==> config.mk <==
export PLATFORM = sky130hd
export DESIGN_NAME = fifo_enq_arbiter_flat
export DESIGN_NICKNAME = d
export VERILOG_FILES = /design/src/rtl/fifo_enq_arbiter_pkg.sv /design/src/rtl/fifo_enq_arbiter_if.sv /design/src/rtl/fifo_enq_arbiter_rr_picker.sv /design/src/rtl/fifo_enq_arbiter.sv /design/src/flat_wrapper.sv
export SDC_FILE = /design/constraint.sdc
export NUM_CORES = 1
export LEC_CHECK = 0
export ABC_AREA = 1
export BUFFER_PORTS_ARGS = -buffer_cell sky130_fd_sc_hd__buf_4
export CELL_PAD_IN_SITES_DETAIL_PLACEMENT = 2
export CELL_PAD_IN_SITES_GLOBAL_PLACEMENT = 2
export CORE_AREA = 3 3 100 150
export CTS_CLUSTER_DIAMETER = 100
export CTS_CLUSTER_SIZE = 14
export DETAILED_ROUTE_END_ITERATION = 8
export DIE_AREA = 0 0 103 153
export GPL_ROUTABILITY_DRIVEN = 0
export GPL_TIMING_DRIVEN = 0
export HOLD_SLACK_MARGIN = 0.12
export PLACE_DENSITY_LB_ADDON = 0.1
export SYNTH_ARGS = -nofsm -noshare
export SYNTH_HDL_FRONTEND = slang
export SYNTH_SLANG_ARGS = --single-unit
==> constraint.sdc <==
create_clock -name clk -period 1.4 [get_ports clk]
set_input_delay 0.14 -clock clk [delete_from_list [all_inputs] [get_ports clk]]
set_output_delay 0.14 -clock clk [all_outputs]
set_load 0.02 [all_outputs]
==> src/rtl/fifo_enq_arbiter_pkg.sv <==
// Shared definitions for the FIFO enqueue arbiter.
//   arb_state_e : lock FSM states (IDLE, LOCKED)
//   rr_next     : round-robin wrap-around increment (n-1 -> 0)
package fifo_arb_pkg;

  typedef enum logic {
    IDLE   = 1'b0,
    LOCKED = 1'b1
  } arb_state_e;

  function automatic int rr_next(input int idx, input int n);
    return (idx == n - 1) ? 0 : idx + 1;
  endfunction

endpackage

==> src/rtl/fifo_enq_arbiter_if.sv <==
// Handshake bundle between the producers, the arbiter and the FIFO enqueue port.
//   req_data  : packed beats, requester i at [i*data_size +: data_size]
//   req_last  : per-requester end-of-burst flag
//   req_valid : per-requester beat offered
//   req_ready : per-requester beat accepted
//   out_data  : forwarded beat      out_id    : granted requester index
//   out_last  : forwarded last flag out_valid : to FIFO enq_valid
//   out_ready : from FIFO enq_ready
// master = producer/FIFO side (bench), slave = arbiter side.
interface fifo_enq_arbiter_if #(
  parameter int num_req   = 4,
  parameter int data_size = 32
);
  localparam int id_size = $clog2(num_req);

  logic [num_req*data_size-1:0] req_data;
  logic [num_req-1:0]           req_last;
  logic [num_req-1:0]           req_valid;
  logic [num_req-1:0]           req_ready;
  logic [data_size-1:0]         out_data;
  logic [id_size-1:0]           out_id;
  logic                         out_last;
  logic                         out_valid;
  logic                         out_ready;

  modport master (
    output req_data, req_last, req_valid, out_ready,
    input  req_ready, out_data, out_id, out_last, out_valid
  );

  modport slave (
    input  req_data, req_last, req_valid, out_ready,
    output req_ready, out_data, out_id, out_last, out_valid
  );

endinterface

==> src/rtl/fifo_enq_arbiter_rr_picker.sv <==
// Combinational round-robin picker.
//   req        : request vector
//   ptr        : priority start index
//   gnt_onehot : one-hot grant (all zero when no request)
//   gnt_idx    : grant index (0 when no request)
//   any        : at least one request present
// Masked/unmasked double priority encode: the lowest request at or above ptr
// wins; if there is none, the lowest request overall wins (wrap-around).
module rr_picker #(
  parameter int num_req = 4,
  localparam int id_size = $clog2(num_req)
) (
  input  logic [num_req-1:0] req,
  input  logic [id_size-1:0] ptr,
  output logic [num_req-1:0] gnt_onehot,
  output logic [id_size-1:0] gnt_idx,
  output logic               any
);

  logic [num_req-1:0] masked;
  logic [id_size-1:0] idx_m;
  logic [id_size-1:0] idx_u;

  always_comb begin
    masked = '0;
    idx_m  = '0;
    idx_u  = '0;
    // Descending scan so the lowest set bit is the last one assigned.
    for (int i = num_req - 1; i >= 0; i--) begin
      masked[i] = req[i] && (i >= int'(ptr));
      if (req[i])    idx_u = id_size'(i);
      if (masked[i]) idx_m = id_size'(i);
    end
    any        = |req;
    gnt_idx    = (|masked) ? idx_m : idx_u;
    gnt_onehot = any ? (num_req'(1) << gnt_idx) : '0;
  end

endmodule

==> src/rtl/fifo_enq_arbiter.sv <==
// Round-robin arbiter sharing one FIFO enqueue port between num_req producers.
// Multi-beat bursts (terminated by last) stay contiguous; each beat is tagged
// with the granted requester index.
//   clk, rst_n : clock, asynchronous active-low reset
//   flush      : synchronous abort, drops the lock and resets the pointer
//   bus        : handshake bundle (slave modport), see fifo_enq_arbiter_if
//   busy       : high while a burst is locked
module fifo_enq_arbiter
  import fifo_arb_pkg::*;
#(
  parameter int num_req   = 4,
  parameter int data_size = 32
) (
  input  logic                  clk,
  input  logic                  rst_n,
  input  logic                  flush,
  fifo_enq_arbiter_if.slave     bus,
  output logic                  busy
);

  localparam int id_size = $clog2(num_req);

  arb_state_e         state_q, state_d;
  logic [id_size-1:0] ptr_q, ptr_d;
  logic [id_size-1:0] owner_q, owner_d;

  logic [num_req-1:0] pick_onehot;
  logic [id_size-1:0] pick_idx;
  logic               pick_any;

  logic [id_size-1:0] gnt;
  logic [num_req-1:0] gnt_onehot;
  logic               offer;
  logic               xfer;
  logic               gnt_last;

  rr_picker #(.num_req(num_req)) u_picker (
    .req        (bus.req_valid),
    .ptr        (ptr_q),
    .gnt_onehot (pick_onehot),
    .gnt_idx    (pick_idx),
    .any        (pick_any)
  );

  // While locked only the owner may be forwarded, even if its valid is low.
  always_comb begin
    if (state_q == LOCKED) begin
      gnt        = owner_q;
      gnt_onehot = num_req'(1) << owner_q;
      offer      = bus.req_valid[owner_q];
    end else begin
      gnt        = pick_idx;
      gnt_onehot = pick_onehot;
      offer      = pick_any;
    end
  end

  // Data and last are zeroed when nothing is offered so an idle port is all-zero.
  assign gnt_last      = bus.req_last[gnt];
  assign bus.out_id    = gnt;
  assign bus.out_data  = offer ? bus.req_data[int'(gnt)*data_size +: data_size] : '0;
  assign bus.out_last  = offer & gnt_last;
  assign bus.out_valid = offer & ~flush;
  assign xfer          = bus.out_valid & bus.out_ready;
  assign bus.req_ready = xfer ? gnt_onehot : '0;
  assign busy          = (state_q == LOCKED);

  always_ff @(posedge clk or negedge rst_n) begin
    if (!rst_n) begin
      state_q <= IDLE;
      ptr_q   <= '0;
      owner_q <= '0;
    end else begin
      state_q <= state_d;
      ptr_q   <= ptr_d;
      owner_q <= owner_d;
    end
  end

  // Flush overrides any transfer in the same cycle; without a transfer all state holds.
  always_comb begin
    state_d = state_q;
    ptr_d   = ptr_q;
    owner_d = owner_q;
    if (flush) begin
      state_d = IDLE;
      ptr_d   = '0;
      owner_d = '0;
    end else if (xfer) begin
      if (gnt_last) begin
        state_d = IDLE;
        ptr_d   = id_size'(rr_next(int'(gnt), num_req));
      end else begin
        state_d = LOCKED;
        owner_d = gnt;
      end
    end
  end

endmodule

==> src/flat_wrapper.sv <==
// flat-port wrapper written by rule: the top's interface ports become plain ports
module fifo_enq_arbiter_flat import fifo_arb_pkg::*;
#(
  parameter int num_req   = 4,
  parameter int data_size = 32
)
  (clk, rst_n, flush, busy, bus_req_data, bus_req_last, bus_req_valid, bus_out_ready, bus_req_ready, bus_out_data, bus_out_id, bus_out_last, bus_out_valid);
  fifo_enq_arbiter_if #(.num_req(num_req), .data_size(data_size)) bus_i ();
  input  logic clk;
  input  logic rst_n;
  input  logic flush;
  output logic busy;
  input wire logic [$bits(bus_i.req_data)-1:0] bus_req_data;
  input wire logic [$bits(bus_i.req_last)-1:0] bus_req_last;
  input wire logic [$bits(bus_i.req_valid)-1:0] bus_req_valid;
  input wire logic [$bits(bus_i.out_ready)-1:0] bus_out_ready;
  output wire logic [$bits(bus_i.req_ready)-1:0] bus_req_ready;
  output wire logic [$bits(bus_i.out_data)-1:0] bus_out_data;
  output wire logic [$bits(bus_i.out_id)-1:0] bus_out_id;
  output wire logic [$bits(bus_i.out_last)-1:0] bus_out_last;
  output wire logic [$bits(bus_i.out_valid)-1:0] bus_out_valid;
  assign bus_i.req_data = bus_req_data;
  assign bus_i.req_last = bus_req_last;
  assign bus_i.req_valid = bus_req_valid;
  assign bus_i.out_ready = bus_out_ready;
  assign bus_req_ready = bus_i.req_ready;
  assign bus_out_data = bus_i.out_data;
  assign bus_out_id = bus_i.out_id;
  assign bus_out_last = bus_i.out_last;
  assign bus_out_valid = bus_i.out_valid;
  fifo_enq_arbiter #(.num_req(num_req), .data_size(data_size)) u_core (.clk(clk), .rst_n(rst_n), .flush(flush), .bus(bus_i), .busy(busy));
endmodule
==> results.cfg <==
[critical_path]
crit_path_end_kind = output port
crit_path_cell_trace = nand2_2 > nand2_2 > nand2_2 > nand2_2 > nand3_4 > nand2_8 > buf_12 > buf_8 > a21oi_4 > o21ai_2 > a21oi_2 > buf_6
crit_path_start_kind = flop
path_buf_inv = 3
cp.arrival_ps = 1970
slowest_delay_ps = 470
worstSetupPathType = reg2out
critical-path-slowest-cell = dfrtp_2
required_ps = 1260
crit_top_cell = nand2_2
r2r_slack_ps = -430
critical-path-top-delay-family = simple AND/OR/NAND/NOR gates
crit_path_max_fanout = 6

[placed_design]
placed_cell_area_sq_mm = 0.00346
numPortBuffers = 180
hpwl_mm = 10.0

[sta]
worst_clock_skew_ps = 1.33
relSlewSlack_pct = 73.5
fin_ws_ps = -712
fin_crit_sh_pct = 151
drv_slew = 0
hold_viol_final = 0
rsz0062_at_grt = true
finalSetupViolCount = 45
worst_slew_pin_slew_ps = 394
period_minus_slack_ps = 2110
fmax_mhz = 473

[routing]
firstDrtPassIters = 4
drtIter0Drc = 24
post_drt_wl_per_cell_um = 18.1
num_vias = 3044
drtAntennaViolNets = 0
drc = 0
routed_wl_mm = 12.6
viasPerCell = 4.37

[die]
die_area_sq_mm = 0.0158
die_y_um = 153
start_util_pct = 11.8
die_x_um = 103
num_rows = 53
core_sq_mm = 0.0139
top_level_ports = 181

[logic_synthesis]
synth_edf_count = 0
synth.yosys.seq_area_share_pct = 7.59
synthCells = 329
synth_warnings = 0
synthArstFlopShare_pct = 100
synth-seq-cells = 5
syn_area_per_cell_sq_um = 5.01
synth.distinct_cells = 23
synthFlopType = dfrtp_1
synth_area_sq_mm = 0.00165
synth_nets = 469

[global_routing]
grt_max_degree = 11
antenna_found_initial = 0
grt_overflow = 0
grt_pass1_wl_mm = 18.1
grtUsageTotal_pct = 14.9
grt_pass1_vias = 3304

[cells_and_area]
nets = 673
final_area_sq_mm = 0.00442
drive_gt1_share_pct = 69.5
num_antenna_cells = 0
syn2layout_area_growth_pct = 168

[power_and_ir_drop]
total_power_mw = 5.24
vdd_drop_max_mv = 0.504
p_leak_nw = 2.05
cellPowerDensity_mw_per_mm2 = 1190

[hold_path]
hp-class = in2async

[run_status]
violations = setup timing
status = finished with violations

[clock_tree]
clock_path_buffers = 2
cts_max_level = 1
cts_sinks = 5
numCtsBuffers = 3
cts_tree = built
clk-insertion-delay-late_ps = 230
cts.clk_slew.worst_paths_ps = 30
cts_root_buf = clkbuf_16

[flow_run]
drv_cap = 0
==> cell usage after synthesis (2+ instances only) <==
| master | instances | area [sq um] |
|---|---|---|
| inv_2 | 4 | 15.0 |
| buf_4 | 6 | 45.0 |
| o21ai_0 | 16 | 80.1 |
| nand3_2 | 4 | 40.0 |
| dfrtp_1 | 5 | 125 |
| nor2_1 | 71 | 267 |
| o21ai_1 | 48 | 240 |
| buf_2 | 9 | 45.0 |
| nand2_1 | 24 | 90.1 |
| buf_6 | 4 | 45.0 |
| o31ai_1 | 2 | 15.0 |
| inv_1 | 43 | 161 |
| clkbuf_1 | 3 | 11.3 |
| nand2_2 | 3 | 18.8 |
| a21oi_1 | 65 | 325 |
| nand3_1 | 15 | 75.1 |
==> area by class of cell <==
cell class                 count  area (sq um)
inverter                      48           199
multi-input combinational    253          1820
timing repair buffer         200          1680
tap                          165           206
fill                        1690          9510
buffer                        22           303
clock buffer                   4          78.8
sequential                     5           131
==> logic make-up after synthesis <==
logic type	share of synthesized area, %
DFF	7.59
buffers and inverters	20.0
and+or+nand+nor	31.7
AOI/OAI and AO/OA	40.6
==> registers in the layout (all words and copies together), names as in the netlist <==
| signal | cells |
|---|---|
| u_core.owner_q | 2 |
| u_core.ptr_q | 2 |
| u_core.busy | 1 |
==> metal layers <==
metal	share of wire [%]	track usage [%]	vias up
met5	0	0	-
met4	0.55	1.11	0
met3	4.3	1.51	4
met2	63	32.4	82
met1	32	14.5	1466
li1	-	-	1492
==> stage by stage <==
step           setup WS (ps)  util [%]  hold slack [ps]  instances  TNS [ps]
2_1_floorplan           -238         -             -156        329     -7810
3_5_place_dp            -843      24.8            -57.8        674    -25810
5_1_grt                 -837      31.7              275        697    -32860
3_3_place_gp            -806      24.8            -57.5        674    -24730
4_1_cts                 -751      29.1              256        690    -29350
6_report                -712      31.7              267        697    -27500
==> final timing paths <==
| kind | start | endpoint | depth (start not counted) |
|---|---|---|---|
| worst min register to register | u_core.owner_q[0]$_DFFE_PN0P_ | u_core.owner_q[0]$_DFFE_PN0P_ | 2 |
| min in group clk | flush | u_core.ptr_q[0]$_DFFE_PN0P_ | 4 |
| worst max-delay path | u_core.ptr_q[1]$_DFFE_PN0P_ | bus_out_data[23] | 12 |
| worst min-delay path | rst_n | u_core.ptr_q[0]$_DFFE_PN0P_ | 2 |
| worst max register to register | u_core.ptr_q[1]$_DFFE_PN0P_ | u_core.ptr_q[1]$_DFFE_PN0P_ | 13 |
| max in group asynchronous | rst_n | u_core.busy$_DFFE_PN0P_ | 2 |
==> where the power goes <==
group	internal, mW	switching, mW
logic	2.13	2.42
clock network	0.377	0.0913
registers	0.169	0.0469
==> timing repair <==
action / in CTS / in global routing
endpoints found under the hold margin: 6 / 0
buffers inserted: 9 / 5
gates resized for setup: 120 / 66
setup endpoints to repair: 45 / 45
cloned: 2 / 3
pin swaps: 10 / 13
hold buffers: 2 / 0
==> cell usage in the layout, fill, tap and decap left out, drive strengths merged <==
cell         Yosys  layout
a21oi           65      65
a32oi            1       1
buf             20     215
clkbuf           3       9
clkinv           1       2
dfrtp            5       5
dlygate4sd3      0       2
inv             47      46
nand2           28      28
nand3           19      19
nand4            1       1
nor2            71      71
nor3             2       2
o21ai           64      64
o31ai            2       2
No activity file was read; power rests on OpenSTA's default activity.
